$ cat config.mk
export PLATFORM = sky130hd
export DESIGN_NAME = mips_mc_controller_v2_flat
export DESIGN_NICKNAME = d
export VERILOG_FILES = /design/src/rtl/mips_ctrl_pkg.sv /design/src/rtl/mips_mc_controller_v2_if.sv /design/src/rtl/mips_ctrl_decode.sv /design/src/rtl/mips_mc_controller_v2.sv /design/src/flat_wrapper.sv
export SDC_FILE = /design/constraint.sdc
export NUM_CORES = 1
export LEC_CHECK = 0
export CORE_MARGIN = 4
export CORE_UTILIZATION = 35
export DETAILED_ROUTE_END_ITERATION = 8
export PLACE_DENSITY = 0.68
export SLEW_MARGIN = 20
export SYNTH_ARGS = -nofsm -noshare
export SYNTH_HDL_FRONTEND = slang
export SYNTH_SLANG_ARGS = --single-unit
$ cat constraint.sdc
create_clock -name clk -period 2 [get_ports clk]
set_input_delay 0.4 -clock clk [delete_from_list [all_inputs] [get_ports clk]]
set_output_delay 0.4 -clock clk [all_outputs]
set_load 0.005 [all_outputs]
$ cat src/rtl/mips_ctrl_pkg.sv
// Shared encodings for the multicycle MIPS controller: opcodes, functs,
// ALU operation codes, datapath select values, FSM states and decode payloads.
package mips_ctrl_pkg;

  localparam int unsigned OP_W    = 6;
  localparam int unsigned FUNCT_W = 6;
  localparam int unsigned ALU_W   = 5;
  localparam int unsigned SEL_W   = 2;

  localparam logic [OP_W-1:0] OP_RTYPE = 6'b000000;
  localparam logic [OP_W-1:0] OP_J     = 6'b000010;
  localparam logic [OP_W-1:0] OP_JAL   = 6'b000011;
  localparam logic [OP_W-1:0] OP_BEQ   = 6'b000100;
  localparam logic [OP_W-1:0] OP_BNE   = 6'b000101;
  localparam logic [OP_W-1:0] OP_ADDI  = 6'b001000;
  localparam logic [OP_W-1:0] OP_ADDIU = 6'b001001;
  localparam logic [OP_W-1:0] OP_SLTI  = 6'b001010;
  localparam logic [OP_W-1:0] OP_ORI   = 6'b001101;
  localparam logic [OP_W-1:0] OP_LUI   = 6'b001111;
  localparam logic [OP_W-1:0] OP_LB    = 6'b100000;
  localparam logic [OP_W-1:0] OP_LW    = 6'b100011;
  localparam logic [OP_W-1:0] OP_LBU   = 6'b100100;
  localparam logic [OP_W-1:0] OP_SB    = 6'b101000;
  localparam logic [OP_W-1:0] OP_SW    = 6'b101011;

  localparam logic [FUNCT_W-1:0] F_SLL  = 6'b000000;
  localparam logic [FUNCT_W-1:0] F_SRL  = 6'b000010;
  localparam logic [FUNCT_W-1:0] F_SRA  = 6'b000011;
  localparam logic [FUNCT_W-1:0] F_JR   = 6'b001000;
  localparam logic [FUNCT_W-1:0] F_ADD  = 6'b100000;
  localparam logic [FUNCT_W-1:0] F_ADDU = 6'b100001;
  localparam logic [FUNCT_W-1:0] F_SUB  = 6'b100010;
  localparam logic [FUNCT_W-1:0] F_SUBU = 6'b100011;
  localparam logic [FUNCT_W-1:0] F_AND  = 6'b100100;
  localparam logic [FUNCT_W-1:0] F_OR   = 6'b100101;
  localparam logic [FUNCT_W-1:0] F_SLT  = 6'b101010;

  localparam logic [ALU_W-1:0] ALU_ADD = 5'b00000;
  localparam logic [ALU_W-1:0] ALU_OR  = 5'b00001;
  localparam logic [ALU_W-1:0] ALU_AND = 5'b00010;
  localparam logic [ALU_W-1:0] ALU_SLL = 5'b00100;
  localparam logic [ALU_W-1:0] ALU_SRL = 5'b00101;
  localparam logic [ALU_W-1:0] ALU_SRA = 5'b00110;
  localparam logic [ALU_W-1:0] ALU_LUI = 5'b00111;
  localparam logic [ALU_W-1:0] ALU_ORI = 5'b01000;
  localparam logic [ALU_W-1:0] ALU_SUB = 5'b01001;
  localparam logic [ALU_W-1:0] ALU_SLT = 5'b01010;

  localparam logic [SEL_W-1:0] PCSRC_ALU    = 2'b00;
  localparam logic [SEL_W-1:0] PCSRC_ALUOUT = 2'b01;
  localparam logic [SEL_W-1:0] PCSRC_JUMP   = 2'b10;
  localparam logic [SEL_W-1:0] PCSRC_REGA   = 2'b11;

  localparam logic [SEL_W-1:0] REGDST_RT = 2'b00;
  localparam logic [SEL_W-1:0] REGDST_RD = 2'b01;
  localparam logic [SEL_W-1:0] REGDST_RA = 2'b10;

  localparam logic [SEL_W-1:0] M2R_ALU = 2'b00;
  localparam logic [SEL_W-1:0] M2R_MDR = 2'b01;
  localparam logic [SEL_W-1:0] M2R_PC  = 2'b10;

  localparam logic [SEL_W-1:0] SRCA_PC    = 2'b00;
  localparam logic [SEL_W-1:0] SRCA_REG   = 2'b01;
  localparam logic [SEL_W-1:0] SRCA_SHAMT = 2'b10;

  localparam logic [SEL_W-1:0] SRCB_REG     = 2'b00;
  localparam logic [SEL_W-1:0] SRCB_FOUR    = 2'b01;
  localparam logic [SEL_W-1:0] SRCB_IMM     = 2'b10;
  localparam logic [SEL_W-1:0] SRCB_IMM_SL2 = 2'b11;

  localparam logic [SEL_W-1:0] MODE_WORD  = 2'b00;
  localparam logic [SEL_W-1:0] MODE_SBYTE = 2'b01;
  localparam logic [SEL_W-1:0] MODE_UBYTE = 2'b10;

  typedef enum logic [5:0] {
    S_RESET     = 6'd0,
    S_FETCH     = 6'd1,
    S_DECODE    = 6'd2,
    S_MEM_ADDR  = 6'd3,
    S_MEM_READ  = 6'd4,
    S_MEM_WB    = 6'd5,
    S_MEM_WRITE = 6'd6,
    S_RTYPE_EX  = 6'd7,
    S_RTYPE_WB  = 6'd8,
    S_IMM_EX    = 6'd9,
    S_IMM_WB    = 6'd10,
    S_BRANCH    = 6'd11,
    S_JUMP      = 6'd12,
    S_JAL       = 6'd13,
    S_JR        = 6'd14,
    S_HALT      = 6'd15
  } state_e;

  typedef enum logic [2:0] {
    IC_LOAD    = 3'd0,
    IC_STORE   = 3'd1,
    IC_RTYPE   = 3'd2,
    IC_IMM     = 3'd3,
    IC_BRANCH  = 3'd4,
    IC_JUMP    = 3'd5,
    IC_JAL     = 3'd6,
    IC_ILLEGAL = 3'd7
  } iclass_e;

  // Instruction-register decode, consumed by the FSM
  typedef struct packed {
    iclass_e          iclass;
    logic             is_bne;
    logic [SEL_W-1:0] mem_mode;
    logic [ALU_W-1:0] alu_imm;
    logic [ALU_W-1:0] alu_rtype;
    logic             r_shift;
    logic             r_jr;
    logic             r_legal;
  } dec_t;

  // One cycle's worth of datapath control
  typedef struct packed {
    logic             mem_read;
    logic             mem_write;
    logic [SEL_W-1:0] mem_mode;
    logic             pc_write;
    logic             pc_write_cond;
    logic             branch_ne;
    logic [SEL_W-1:0] pc_source;
    logic             iord;
    logic             ir_write;
    logic             reg_write;
    logic [SEL_W-1:0] reg_dst;
    logic [SEL_W-1:0] mem_to_reg;
    logic [SEL_W-1:0] alu_src_a;
    logic [SEL_W-1:0] alu_src_b;
    logic [ALU_W-1:0] alu_op;
    logic             halted;
    logic             illegal;
  } ctrl_t;

endpackage

$ cat src/rtl/mips_mc_controller_v2_if.sv
// Instruction-register inputs, memory handshake and datapath control outputs
// of the multicycle controller.
interface mips_mc_controller_v2_if #(
  parameter int unsigned ALUOP_W = 5
);
  logic [5:0]         op;
  logic [5:0]         funct;
  logic               mem_ready;
  logic               MemRead;
  logic               MemWrite;
  logic [1:0]         MemMode;
  logic               PCWrite;
  logic               PCWriteCond;
  logic               BranchNe;
  logic [1:0]         PCSource;
  logic               IorD;
  logic               IRWrite;
  logic               RegWrite;
  logic [1:0]         RegDst;
  logic [1:0]         MemToReg;
  logic [1:0]         ALUSrcA;
  logic [1:0]         ALUSrcB;
  logic [ALUOP_W-1:0] ALUOP;
  logic               halted;
  logic               illegal;

  modport master (
    output op, funct, mem_ready,
    input  MemRead, MemWrite, MemMode, PCWrite, PCWriteCond, BranchNe, PCSource,
           IorD, IRWrite, RegWrite, RegDst, MemToReg, ALUSrcA, ALUSrcB, ALUOP,
           halted, illegal
  );

  modport slave (
    input  op, funct, mem_ready,
    output MemRead, MemWrite, MemMode, PCWrite, PCWriteCond, BranchNe, PCSource,
           IorD, IRWrite, RegWrite, RegDst, MemToReg, ALUSrcA, ALUSrcB, ALUOP,
           halted, illegal
  );
endinterface

$ cat src/rtl/mips_ctrl_decode.sv
// Combinational op/funct decode: instruction class, ALU codes, access size
// and legality of the R-type function field.
module mips_ctrl_decode
  import mips_ctrl_pkg::*;
(
  input  logic [OP_W-1:0]    op_i,
  input  logic [FUNCT_W-1:0] funct_i,
  output dec_t               dec_o
);

  always_comb begin
    dec_o        = '0;
    dec_o.iclass = IC_ILLEGAL;

    case (op_i)
      OP_LW:    begin dec_o.iclass = IC_LOAD;  dec_o.mem_mode = MODE_WORD;  end
      OP_LB:    begin dec_o.iclass = IC_LOAD;  dec_o.mem_mode = MODE_SBYTE; end
      OP_LBU:   begin dec_o.iclass = IC_LOAD;  dec_o.mem_mode = MODE_UBYTE; end
      OP_SW:    begin dec_o.iclass = IC_STORE; dec_o.mem_mode = MODE_WORD;  end
      OP_SB:    begin dec_o.iclass = IC_STORE; dec_o.mem_mode = MODE_SBYTE; end
      OP_RTYPE: dec_o.iclass = IC_RTYPE;
      OP_ORI:   begin dec_o.iclass = IC_IMM; dec_o.alu_imm = ALU_ORI; end
      OP_LUI:   begin dec_o.iclass = IC_IMM; dec_o.alu_imm = ALU_LUI; end
      OP_ADDI,
      OP_ADDIU: begin dec_o.iclass = IC_IMM; dec_o.alu_imm = ALU_ADD; end
      OP_SLTI:  begin dec_o.iclass = IC_IMM; dec_o.alu_imm = ALU_SLT; end
      OP_BEQ:   dec_o.iclass = IC_BRANCH;
      OP_BNE:   begin dec_o.iclass = IC_BRANCH; dec_o.is_bne = 1'b1; end
      OP_J:     dec_o.iclass = IC_JUMP;
      OP_JAL:   dec_o.iclass = IC_JAL;
      default:  dec_o.iclass = IC_ILLEGAL;
    endcase

    // Function field only matters once the FSM reaches RTYPE_EX
    case (funct_i)
      F_ADD, F_ADDU: begin dec_o.r_legal = 1'b1; dec_o.alu_rtype = ALU_ADD; end
      F_SUB, F_SUBU: begin dec_o.r_legal = 1'b1; dec_o.alu_rtype = ALU_SUB; end
      F_OR:          begin dec_o.r_legal = 1'b1; dec_o.alu_rtype = ALU_OR;  end
      F_AND:         begin dec_o.r_legal = 1'b1; dec_o.alu_rtype = ALU_AND; end
      F_SLT:         begin dec_o.r_legal = 1'b1; dec_o.alu_rtype = ALU_SLT; end
      F_SLL: begin dec_o.r_legal = 1'b1; dec_o.r_shift = 1'b1; dec_o.alu_rtype = ALU_SLL; end
      F_SRL: begin dec_o.r_legal = 1'b1; dec_o.r_shift = 1'b1; dec_o.alu_rtype = ALU_SRL; end
      F_SRA: begin dec_o.r_legal = 1'b1; dec_o.r_shift = 1'b1; dec_o.alu_rtype = ALU_SRA; end
      F_JR:          begin dec_o.r_legal = 1'b1; dec_o.r_jr = 1'b1; end
      default:       dec_o.r_legal = 1'b0;
    endcase
  end

endmodule

$ cat src/rtl/mips_mc_controller_v2.sv
// Multicycle MIPS control FSM with memory wait states, illegal-instruction
// handling and combinational per-state datapath controls.
module mips_mc_controller_v2
  import mips_ctrl_pkg::*;
#(
  parameter int unsigned ALUOP_W         = 5,
  parameter bit          MEM_HANDSHAKE   = 1'b1,
  parameter bit          HALT_ON_ILLEGAL = 1'b1
) (
  input  logic                  clk,
  input  logic                  reset_n,
  mips_mc_controller_v2_if.slave bus
);

  localparam state_e ILLEGAL_NEXT = HALT_ON_ILLEGAL ? S_HALT : S_FETCH;

  state_e state_q, state_d;
  dec_t   dec;
  ctrl_t  ctrl;
  logic   mem_rdy;

  mips_ctrl_decode u_decode (
    .op_i    (bus.op),
    .funct_i (bus.funct),
    .dec_o   (dec)
  );

  assign mem_rdy = MEM_HANDSHAKE ? bus.mem_ready : 1'b1;

  always_ff @(posedge clk or negedge reset_n) begin
    if (!reset_n) state_q <= S_RESET;
    else          state_q <= state_d;
  end

  // Next state and per-state controls; everything not named stays 0
  always_comb begin
    state_d = state_q;
    ctrl    = '0;

    case (state_q)
      S_RESET: state_d = S_FETCH;

      S_FETCH: begin
        ctrl.mem_read  = 1'b1;
        ctrl.alu_src_a = SRCA_PC;
        ctrl.alu_src_b = SRCB_FOUR;
        ctrl.pc_source = PCSRC_ALU;
        if (mem_rdy) begin
          ctrl.ir_write = 1'b1;
          ctrl.pc_write = 1'b1;
          state_d       = S_DECODE;
        end
      end

      S_DECODE: begin
        ctrl.alu_src_b = SRCB_IMM_SL2;
        case (dec.iclass)
          IC_LOAD, IC_STORE: state_d = S_MEM_ADDR;
          IC_RTYPE:          state_d = S_RTYPE_EX;
          IC_IMM:            state_d = S_IMM_EX;
          IC_BRANCH:         state_d = S_BRANCH;
          IC_JUMP:           state_d = S_JUMP;
          IC_JAL:            state_d = S_JAL;
          default: begin
            ctrl.illegal = 1'b1;
            state_d      = ILLEGAL_NEXT;
          end
        endcase
      end

      S_MEM_ADDR: begin
        ctrl.alu_src_a = SRCA_REG;
        ctrl.alu_src_b = SRCB_IMM;
        ctrl.alu_op    = ALU_ADD;
        state_d        = (dec.iclass == IC_STORE) ? S_MEM_WRITE : S_MEM_READ;
      end

      S_MEM_READ: begin
        ctrl.mem_read = 1'b1;
        ctrl.iord     = 1'b1;
        ctrl.mem_mode = dec.mem_mode;
        if (mem_rdy) state_d = S_MEM_WB;
      end

      S_MEM_WB: begin
        ctrl.reg_write  = 1'b1;
        ctrl.mem_to_reg = M2R_MDR;
        ctrl.reg_dst    = REGDST_RT;
        state_d         = S_FETCH;
      end

      S_MEM_WRITE: begin
        ctrl.mem_write = 1'b1;
        ctrl.iord      = 1'b1;
        ctrl.mem_mode  = dec.mem_mode;
        if (mem_rdy) state_d = S_FETCH;
      end

      S_RTYPE_EX: begin
        ctrl.alu_src_b = SRCB_REG;
        ctrl.alu_src_a = dec.r_shift ? SRCA_SHAMT : SRCA_REG;
        ctrl.alu_op    = dec.alu_rtype;
        if (!dec.r_legal) begin
          ctrl.illegal = 1'b1;
          state_d      = ILLEGAL_NEXT;
        end else if (dec.r_jr) begin
          state_d = S_JR;
        end else begin
          state_d = S_RTYPE_WB;
        end
      end

      S_RTYPE_WB: begin
        ctrl.reg_write  = 1'b1;
        ctrl.reg_dst    = REGDST_RD;
        ctrl.mem_to_reg = M2R_ALU;
        state_d         = S_FETCH;
      end

      S_IMM_EX: begin
        ctrl.alu_src_a = SRCA_REG;
        ctrl.alu_src_b = SRCB_IMM;
        ctrl.alu_op    = dec.alu_imm;
        state_d        = S_IMM_WB;
      end

      S_IMM_WB: begin
        ctrl.reg_write = 1'b1;
        ctrl.reg_dst   = REGDST_RT;
        state_d        = S_FETCH;
      end

      S_BRANCH: begin
        ctrl.alu_src_a     = SRCA_REG;
        ctrl.alu_op        = ALU_SUB;
        ctrl.pc_source     = PCSRC_ALUOUT;
        ctrl.pc_write_cond = 1'b1;
        ctrl.branch_ne     = dec.is_bne;
        state_d            = S_FETCH;
      end

      S_JUMP: begin
        ctrl.pc_write  = 1'b1;
        ctrl.pc_source = PCSRC_JUMP;
        state_d        = S_FETCH;
      end

      // Link value is the already-incremented PC, written on the same edge the PC loads
      S_JAL: begin
        ctrl.pc_write   = 1'b1;
        ctrl.pc_source  = PCSRC_JUMP;
        ctrl.reg_write  = 1'b1;
        ctrl.reg_dst    = REGDST_RA;
        ctrl.mem_to_reg = M2R_PC;
        state_d         = S_FETCH;
      end

      S_JR: begin
        ctrl.pc_write  = 1'b1;
        ctrl.pc_source = PCSRC_REGA;
        state_d        = S_FETCH;
      end

      S_HALT: ctrl.halted = 1'b1;

      default: state_d = S_RESET;
    endcase
  end

  assign bus.MemRead     = ctrl.mem_read;
  assign bus.MemWrite    = ctrl.mem_write;
  assign bus.MemMode     = ctrl.mem_mode;
  assign bus.PCWrite     = ctrl.pc_write;
  assign bus.PCWriteCond = ctrl.pc_write_cond;
  assign bus.BranchNe    = ctrl.branch_ne;
  assign bus.PCSource    = ctrl.pc_source;
  assign bus.IorD        = ctrl.iord;
  assign bus.IRWrite     = ctrl.ir_write;
  assign bus.RegWrite    = ctrl.reg_write;
  assign bus.RegDst      = ctrl.reg_dst;
  assign bus.MemToReg    = ctrl.mem_to_reg;
  assign bus.ALUSrcA     = ctrl.alu_src_a;
  assign bus.ALUSrcB     = ctrl.alu_src_b;
  assign bus.ALUOP       = ALUOP_W'(ctrl.alu_op);
  assign bus.halted      = ctrl.halted;
  assign bus.illegal     = ctrl.illegal;

endmodule

$ cat src/flat_wrapper.sv
// flat-port wrapper written by rule: the top's interface ports become plain ports
module mips_mc_controller_v2_flat import mips_ctrl_pkg::*;
#(
  parameter int unsigned ALUOP_W         = 5,
  parameter bit          MEM_HANDSHAKE   = 1'b1,
  parameter bit          HALT_ON_ILLEGAL = 1'b1
)
  (clk, reset_n, bus_op, bus_funct, bus_mem_ready, bus_MemRead, bus_MemWrite, bus_MemMode, bus_PCWrite, bus_PCWriteCond, bus_BranchNe, bus_PCSource, bus_IorD, bus_IRWrite, bus_RegWrite, bus_RegDst, bus_MemToReg, bus_ALUSrcA, bus_ALUSrcB, bus_ALUOP, bus_halted, bus_illegal);
  mips_mc_controller_v2_if #(.ALUOP_W(ALUOP_W)) bus_i ();
  input  logic clk;
  input  logic reset_n;
  input wire logic [$bits(bus_i.op)-1:0] bus_op;
  input wire logic [$bits(bus_i.funct)-1:0] bus_funct;
  input wire logic [$bits(bus_i.mem_ready)-1:0] bus_mem_ready;
  output wire logic [$bits(bus_i.MemRead)-1:0] bus_MemRead;
  output wire logic [$bits(bus_i.MemWrite)-1:0] bus_MemWrite;
  output wire logic [$bits(bus_i.MemMode)-1:0] bus_MemMode;
  output wire logic [$bits(bus_i.PCWrite)-1:0] bus_PCWrite;
  output wire logic [$bits(bus_i.PCWriteCond)-1:0] bus_PCWriteCond;
  output wire logic [$bits(bus_i.BranchNe)-1:0] bus_BranchNe;
  output wire logic [$bits(bus_i.PCSource)-1:0] bus_PCSource;
  output wire logic [$bits(bus_i.IorD)-1:0] bus_IorD;
  output wire logic [$bits(bus_i.IRWrite)-1:0] bus_IRWrite;
  output wire logic [$bits(bus_i.RegWrite)-1:0] bus_RegWrite;
  output wire logic [$bits(bus_i.RegDst)-1:0] bus_RegDst;
  output wire logic [$bits(bus_i.MemToReg)-1:0] bus_MemToReg;
  output wire logic [$bits(bus_i.ALUSrcA)-1:0] bus_ALUSrcA;
  output wire logic [$bits(bus_i.ALUSrcB)-1:0] bus_ALUSrcB;
  output wire logic [$bits(bus_i.ALUOP)-1:0] bus_ALUOP;
  output wire logic [$bits(bus_i.halted)-1:0] bus_halted;
  output wire logic [$bits(bus_i.illegal)-1:0] bus_illegal;
  assign bus_i.op = bus_op;
  assign bus_i.funct = bus_funct;
  assign bus_i.mem_ready = bus_mem_ready;
  assign bus_MemRead = bus_i.MemRead;
  assign bus_MemWrite = bus_i.MemWrite;
  assign bus_MemMode = bus_i.MemMode;
  assign bus_PCWrite = bus_i.PCWrite;
  assign bus_PCWriteCond = bus_i.PCWriteCond;
  assign bus_BranchNe = bus_i.BranchNe;
  assign bus_PCSource = bus_i.PCSource;
  assign bus_IorD = bus_i.IorD;
  assign bus_IRWrite = bus_i.IRWrite;
  assign bus_RegWrite = bus_i.RegWrite;
  assign bus_RegDst = bus_i.RegDst;
  assign bus_MemToReg = bus_i.MemToReg;
  assign bus_ALUSrcA = bus_i.ALUSrcA;
  assign bus_ALUSrcB = bus_i.ALUSrcB;
  assign bus_ALUOP = bus_i.ALUOP;
  assign bus_halted = bus_i.halted;
  assign bus_illegal = bus_i.illegal;
  mips_mc_controller_v2 #(.ALUOP_W(ALUOP_W), .MEM_HANDSHAKE(MEM_HANDSHAKE), .HALT_ON_ILLEGAL(HALT_ON_ILLEGAL)) u_core (.clk(clk), .reset_n(reset_n), .bus(bus_i));
endmodule
* Yosys cells after proc, flatten, opt, wreduce, memory -nomap -nowiden
Index checks and enable logic that the tools add are counted.
W data, S select, Z words.
** Word-level totals
- Register bits :: 6
- Output and inout port bits :: 27
** Operators by class
- Eq/ne operators :: 48
- Muxes and demuxes :: 35
- Bitwise logic cells :: 1
- Reduce and logical (&&, ||, !) cells :: 23
** Operator list (count)
- $eq A6 B4 Y1 const B :: 14
- $eq A6 B6 Y1 const B :: 12
- $pmux W6 S9 :: 1
- $eq A6 B2 Y1 const B :: 6
- $eq A6 B3 Y1 const B :: 6
- $pmux W4 S7 :: 1
- $pmux W4 S3 :: 2
- $pmux W4 S6 :: 1
- $pmux W3 S7 :: 1
- $reduce_or A2 Y1 :: 10
- $logic_not A6 Y1 :: 3
- $mux W6 :: 3
- $mux W1 :: 12
- $pmux W2 S2 :: 3
- $pmux W2 S3 :: 2
- $reduce_or A3 Y1 :: 4
- $reduce_or A11 Y1 :: 1
- $eq A3 B3 Y1 const B :: 3
- $pmux W3 S3 :: 1
- $mux W2 :: 4
- $reduce_or A8 Y1 :: 1
- $reduce_or A7 Y1 :: 1
- $eq A3 B2 Y1 const B :: 2
- $eq A6 B1 Y1 const B :: 1
- 8 further kinds :: 12

* Logic depth before layout (Yosys ltp)
Gate-level depths: netlist of run 1.
- Word-level depth :: 7
- Gate-level depth with buffers :: 7
- Mapped depth without buffers :: 5

* Modules after synthesis
A second synthesis of run 1 with hierarchy kept.
** Unflattened totals
- Cell total of the unflattened synthesis :: 168
- Area total of the unflattened synthesis :: 1099.8 µm²
** Modules (own cells, without submodules)
- mips_mc_controller_v2 :: times used 1, cells an instance 102, area an instance 681.9 µm², sequential area each 100.1 µm²
- mips_ctrl_decode :: times used 1, cells an instance 66, area an instance 417.9 µm², sequential area each 0.0 µm²

* Least setup slack after synthesis of run 1
No wires, ideal clock.
- Path type :: input -> output
- From :: input bus_funct[5]
- To :: output bus_ALUOP[0]
- Arrival time :: 1364 ps
- Path slack :: 236 ps
- Cell stages on the path :: 6
- Path buffers :: 1
- Path through :: buf_2 > nor2b_1 > a21oi_1 > a21oi_1 > nand2_1 > o311ai_1
** On the way
- Word-level cells in the longest chain between the ends :: 4
** RTL lines
- from (decl) :: RTL line flat_wrapper.sv:13 : input wire logic [$bits(bus_i.funct)-1:0] bus_funct;
- $eq A6 B6 Y1 :: RTL line mips_ctrl_decode.sv:35 : case (funct_i)
- $reduce_or A2 Y1 :: RTL line mips_ctrl_decode.sv:35
- $pmux W4 S7 * :: RTL line mips_ctrl_decode.sv:35
- $pmux W4 S3 * :: RTL line mips_mc_controller_v2.sv:40 : case (state_q)
- to (decl) :: RTL line flat_wrapper.sv:29 : output wire logic [$bits(bus_i.ALUOP)-1:0] bus_ALUOP;
Every way passes the cells marked *; elsewhere a longest branch is shown, timed or not.

* Worst setup path after layout of run 1
- From :: register u_core.state_q[2]
- To :: output bus_ALUOP[0]
** On the way
- Word-level cells in the longest chain between the ends :: 2
** RTL lines
- from (decl) :: RTL line mips_mc_controller_v2.sv:17 : state_e state_q, state_d;
- from (signal assigned) :: RTL line mips_mc_controller_v2.sv:32 : else state_q <= state_d;
- $eq A6 B4 Y1 or $eq A6 B3 Y1 (tied branches) :: RTL line mips_mc_controller_v2.sv:40
- $pmux W4 S3 * :: RTL line mips_mc_controller_v2.sv:40
Marked as above.

==> impl_metrics.toml, run 1 <==
[status]
status = "finished with violations"
violations = "negative setup slack"

[placement]
io_buffers = 40
dpl.hpwl_microns = 3110
post_dp_cell_area_sq_um = 1720
dp_cells = 269
gp_congestion = 0.845

[die]
die_y_microns = 61.6
placementRows = 19
dieArea_sq_um = 3800
fp.dieW_microns = 61.6
top_level_ports = 42
start_util_pct = 36.5
core_sq_um = 2760

[layout]
reg.largest.list = "u_core.state_q x4"
nets = 274
area_delta_synth_final_pct = 102
top_register = "u_core.state_q"
drive_gt1_share_pct = 47.5
antenna_cells = 0
fin_cells = 288
largest_reg_flops = 4
fin_area_sq_um = 2040

[timing]
timing.fmax_ghz = 0.476
finClkSkew_ps = 0.157
fin_ws_ps = -98.7
rsz0062_at_grt = "yes"
maxSlewViolCount = 0
finalSetupViolations = 7
setup_tns_ps = -336
fin_hold_ws_ps = 369
hold_viol = 0
finalCritPeriodShare_pct = 105
min_period_ps = 2100

[synth]
synth_most_common_cell = "nor2_1"
synthFlopType = "dfrtp_1"
synth_fp_nets = 184
synth-edff-count = 0
synth.top_cells.by_count = "nor2_1 (20), nand2_1 (18), a21oi_1 (13), nor2b_1 (10), o21ai_0 (10)"
synthTopCellsByArea = "dfrtp_1 (9.9%), nor2_1 (7.5%), nand2_1 (6.7%)"
ys_ff_latch = 4
synthesis.area_sq_um = 1010
post_synth.cell_area_avg_sq_um = 5.96
ys_warn_count = 0
ys_types = 42
synth_top_area_share_pct = 9.94
syn_inst = 169
yosysSeqAreaShare_pct = 9.94
synth_top_cell_by_area = "dfrtp_1"
async_flop_share_pct = 100

[critical_path]
r2r_start = "u_core.state_q[3]$_DFFE_PN0P_"
crit_required_ps = 1600
end_kind = "primary output"
critPathCapture = "bus_ALUOP[0]"
critPathLaunchType = "flip-flop"
cp-startpoint = "u_core.state_q[2]$_DFFE_PN0P_"
rr_endpoint = "u_core.state_q[1]$_DFFE_PN0P_"
path_max_fanout = 4
path_class = "flip-flop to primary output"
reg2regPathDepth = 8
reg2reg_slack_ps = 170
cp.arrival_ps = 1700

[routing]
ant_nets = 0
vias = 1672
vias_per_cell = 5.81
wl_per_cell_microns = 17.4
drt-pass1-iter-count = 4
drt_iter0_drc = 108
totalWireLength_microns = 5010
drc = 0

[global_route]
grt_pass1_wl_microns = 7380
grt_overflow = 0
grt_max_degree = 15
grt_usage_pct = 25.6
grt_pass1_vias = 1609
antenna_found_initial = 0

[power_and_ir_drop]
power_density_nw_per_um2 = 887
ir_drop_v = 0.000883
power.leakage_nw = 0.974

[clock_tree]
cts_sinks = 4
cts-root-buf = "clkbuf_4"
cts_buffer_depth = 2
cts_hold_buf = 0
cts-htree-levels = 1
cts_buffers = 3
cts_tree = "yes"
clk_pin_slew_ps = 40
clk_latency_ps = 240

[min_path]
min_path_type = "primary input to asynchronous set/reset pin"

[run]
cap_violations = 0
cell families (layout without fill, tap and decap cells):
family,after synthesis,after routing,share of synthesized area [%]
other,1,1,0.372
buffers and inverters,22,110,10.1
and+or+nand+nor,93,93,48.1
xor gates and xnor gates,1,1,0.870
muxes,1,1,0.994
DFF,4,4,9.94
adders and majority gates,1,1,0.994
AOI/OAI and AO/OA,46,46,28.7
worst min path at each step:
stage               slack [ps]  depth (start not counted)  startpoint                       endpoint
finish                     370                          1     reset_n  u_core.state_q[2]$_DFFE_PN0P_
global route               380                          1     reset_n  u_core.state_q[2]$_DFFE_PN0P_
CTS                        370                          1     reset_n  u_core.state_q[3]$_DFFE_PN0P_
detailed placement         620                          1     reset_n  u_core.state_q[3]$_DFFE_PN0P_
global placement           610                          1     reset_n  u_core.state_q[3]$_DFFE_PN0P_
floorplan                  100                          0     reset_n  u_core.state_q[0]$_DFFE_PN0P_
per-stage QoR:
stage          setup WS (ps)  power [mW]  util [%]
2_1_floorplan            236       0.740         -
3_3_place_gp            -712        1.34      62.3
3_5_place_dp            -754        1.36      62.3
4_1_cts                -84.1        1.65      72.1
5_1_grt                 -159        1.93      73.9
6_report               -98.7        1.81      73.9
worst max-delay path, stage by stage (launching register included):
cell	delay (ps)
dfrtp_1	390
buf_6	130
nand2b_4	50
or2_4	260
nor2_4	110
buf_6	110
nand2_4	40
o311ai_2	200
buf_2	160
power by group:
| part | internal [mW] | switching, mW | leakage [nW] | total, mW |
|---|---|---|---|---|
| clock network | 0.0676 | 0.0401 | 0.0138 | 0.108 |
| logic | 0.784 | 0.740 | 0.913 | 1.52 |
| registers | 0.124 | 0.0514 | 0.0475 | 0.175 |
cell type report:
class	count	area, sq um
clock buffers	3	22.5
fillers	207	719
inverters	6	22.5
multi-input cells	143	1020
flip-flops and latches	4	101
well taps	31	38.8
repair buffers	101	837
what timing repair did:
item,4_1_cts,5_1_grt
setup buffers,13,4
hold endpoints to repair,0,0
setup endpoints to repair,27,16
pin swaps,16,7
resized for setup,116,27
metal layers:
layer  GRT usage (%)  vias to the layer above  wire [microns]
met1            29.8                      790            1970
met2            46.9                       76            2580
li1                -                      788               -
met4            10.9                        0             192
met3            2.52                       18             271
met5               0                        -               0
placed cells by master (no fill, tap or decap), types with 6 or more instances in the layout:
master,Yosys,routed
buf_2,9,9
nor2b_1,10,7
nand2_1,18,14
a21oi_1,13,11
nor3_1,9,6
buf_4,2,47
dlygate4sd2_1,0,19
o21ai_0,10,7
a31oi_1,6,6
buf_6,0,14
nor2_1,20,12
(Power assumes the default switching activity.)
==> run 2: changes to the inputs <==
- CORE_MARGIN: 4 -> 3
- GPL_TIMING_DRIVEN: not set -> 0
- SLEW_MARGIN: 20 -> not set
==> run 2 against run 1 <==
The run still ends with negative setup slack left. Combinational power barely moved. Critical path depth fell by 3. Clock power fell by 7%. Register-to-register slack improved by 100 ps.
==> impl_metrics.toml, run 2 (synthesis gave the netlist of run 1 again) <==
[status]
status = "finished with violations"
violations = "negative setup slack"

[layout]
fin_area_sq_um = 1810
multiInputGateArea_sq_um = 1000
area_delta_synth_final_pct = 79.9
nets = 246
drive_gt1_share_pct = 39.7
top_register = "u_core.state_q"
reg.largest.list = "u_core.state_q x4"
fillers = 220
antenna_cells = 0
final_common_cell = "buf_4"
final_cell_mix = "buf_4 (21), nand2_1 (15), dlygate4sd2_1 (15)"
largest_reg_flops = 4
seqCellArea_sq_um = 103

[placement]
gp_congestion = 0.890
dpl.hpwl_microns = 2540
post_dp_cell_area_sq_um = 1410
io_buffers = 36

[routing]
vias_per_cell = 5.94
drt_iter0_drc = 120
drt-pass1-iter-count = 4
totalWireLength_microns = 4090
ant_nets = 0
vias = 1539
drc = 0
wl_per_cell_microns = 15.8

[global_route]
antenna_found_initial = 0
grt_overflow = 0
grt_pass1_wl_microns = 6400
grt_pass1_vias = 1436
grt_max_degree = 11
grt_usage_pct = 22.4

[power_and_ir_drop]
switching_share_pct = 45.4
p_int_mw = 0.976
p_switching_mw = 0.811
pwr-share-comb_pct = 84.4
p_seq_share_pct = 10.0
report.power.total_mw = 1.79
power_density_nw_per_um2 = 986
ir_drop_v = 0.00117
power_frac_clock_pct = 5.6
power.leakage_nw = 0.853

[clock_tree]
cts-htree-levels = 1
clk_latency_ps = 240
cts_tree = "yes"
cts_sinks = 4
cts_buffer_depth = 2
cts_buffers = 3
cts-root-buf = "clkbuf_4"
clk_pin_slew_ps = 40

[die]
top_level_ports = 42
die_y_microns = 59.6
placementRows = 18
start_util_pct = 38.6
dieArea_sq_um = 3560
core_sq_um = 2610
fp.dieW_microns = 59.6

[timing]
maxSlewViolCount = 0
setup_tns_ps = -26.8
fin_hold_ws_ps = 363
fin_ws_ps = -23.0
finalCritPeriodShare_pct = 101
finClkSkew_ps = 3.42
timing.fmax_ghz = 0.494
finalSetupViolations = 2
hold_viol = 0
min_period_ps = 2020
rsz0062_at_grt = "yes"

[critical_path]
cpLargestDelayFamily = "simple AND/OR/NAND/NOR gates"
slowest_stage = "dfrtp_1"
r2r_start = "u_core.state_q[0]$_DFFE_PN0P_"
cpPeakStageDelay_ps = 390
cp.depth = 5
cp.arrival_ps = 1620
path_class = "flip-flop to primary output"
reg2regPathDepth = 7
critPathBufInv = 1
critPathLaunchType = "flip-flop"
path_max_fanout = 5
crit_required_ps = 1600
end_kind = "primary output"
critPathCapture = "bus_illegal"
reg2reg_slack_ps = 270
rr_endpoint = "u_core.state_q[1]$_DFFE_PN0P_"
path_cells = "nand2b_4, or2_4, or3_4, nand2_1, buf_2"
cp-startpoint = "u_core.state_q[3]$_DFFE_PN0P_"

[run]
cap_violations = 0

[min_path]
min_path_type = "primary input to asynchronous set/reset pin"
-- run 2: cell count changes in the layout (fill, tap and decap cells not counted), sizes merged --
cell	previous run	this run
dlygate4sd2	19	15
clkdlybuf4s15	1	2
clkbuf	7	9
buf	71	42
dlymetal6s2s	2	3
clkdlybuf4s50	4	5
-- run 2: cell type report --
class | count | area share (%)
clock buffer | 3 | 1.24
buffer | 15 | 7.25
multi-input combinational | 143 | 55.4
tap | 30 | 2.07
sequential | 4 | 5.66
inverter | 6 | 1.24
timing repair buffer | 58 | 27.1
-- run 2: per-stage QoR --
stage                     utilization, %  std cells  setup slack, ps
final                               69.3        259            -23.0
after detailed placement            53.8        235             -880
after global placement              53.8        235             -839
after floorplan                        -        169              236
after global routing                69.3        259             -124
after CTS                           64.9        254            -63.0
-- run 2: how the worst min path moves through the flow --
| stage | to | from | slack (ps) |
|---|---|---|---|
| detailed placement | u_core.state_q[2]$_DFFE_PN0P_ | reset_n | 610 |
| global route | u_core.state_q[1]$_DFFE_PN0P_ | reset_n | 370 |
| floorplan | u_core.state_q[0]$_DFFE_PN0P_ | reset_n | 100 |
| finish | u_core.state_q[1]$_DFFE_PN0P_ | reset_n | 360 |
| CTS | u_core.state_q[1]$_DFFE_PN0P_ | reset_n | 360 |
| global placement | u_core.state_q[2]$_DFFE_PN0P_ | reset_n | 610 |
-- run 2: power by group through the flow --
| stage | sequential [mW] | clock, mW | combinational (mW) |
|---|---|---|---|
| after global placement | 0.162 | 0 | 0.990 |
| after floorplan | 0.153 | 0 | 0.587 |
| after detailed placement | 0.163 | 0 | 1.01 |
| after global routing | 0.180 | 0.117 | 1.61 |
| final | 0.178 | 0.100 | 1.51 |
| after CTS | 0.174 | 0.106 | 1.27 |
-- run 2: per-layer routing --
metal / vias up / wire (microns) / global-route usage (%)
met5: - / 0 / 0
met4: 0 / 82 / 7.28
met3: 19 / 308 / 1.96
met2: 81 / 2060 / 38.3
met1: 703 / 1630 / 29.3
li1: 736 / - / -
-- run 2: what timing repair did --
item | CTS | global route
gates cloned | 0 | 1
resized for setup | 111 | 35
endpoints found under the setup margin | 25 | 13
pin swaps | 12 | 9
hold buffers | 0 | 0
endpoints found under the hold margin | 0 | 0
setup buffers | 16 | 6
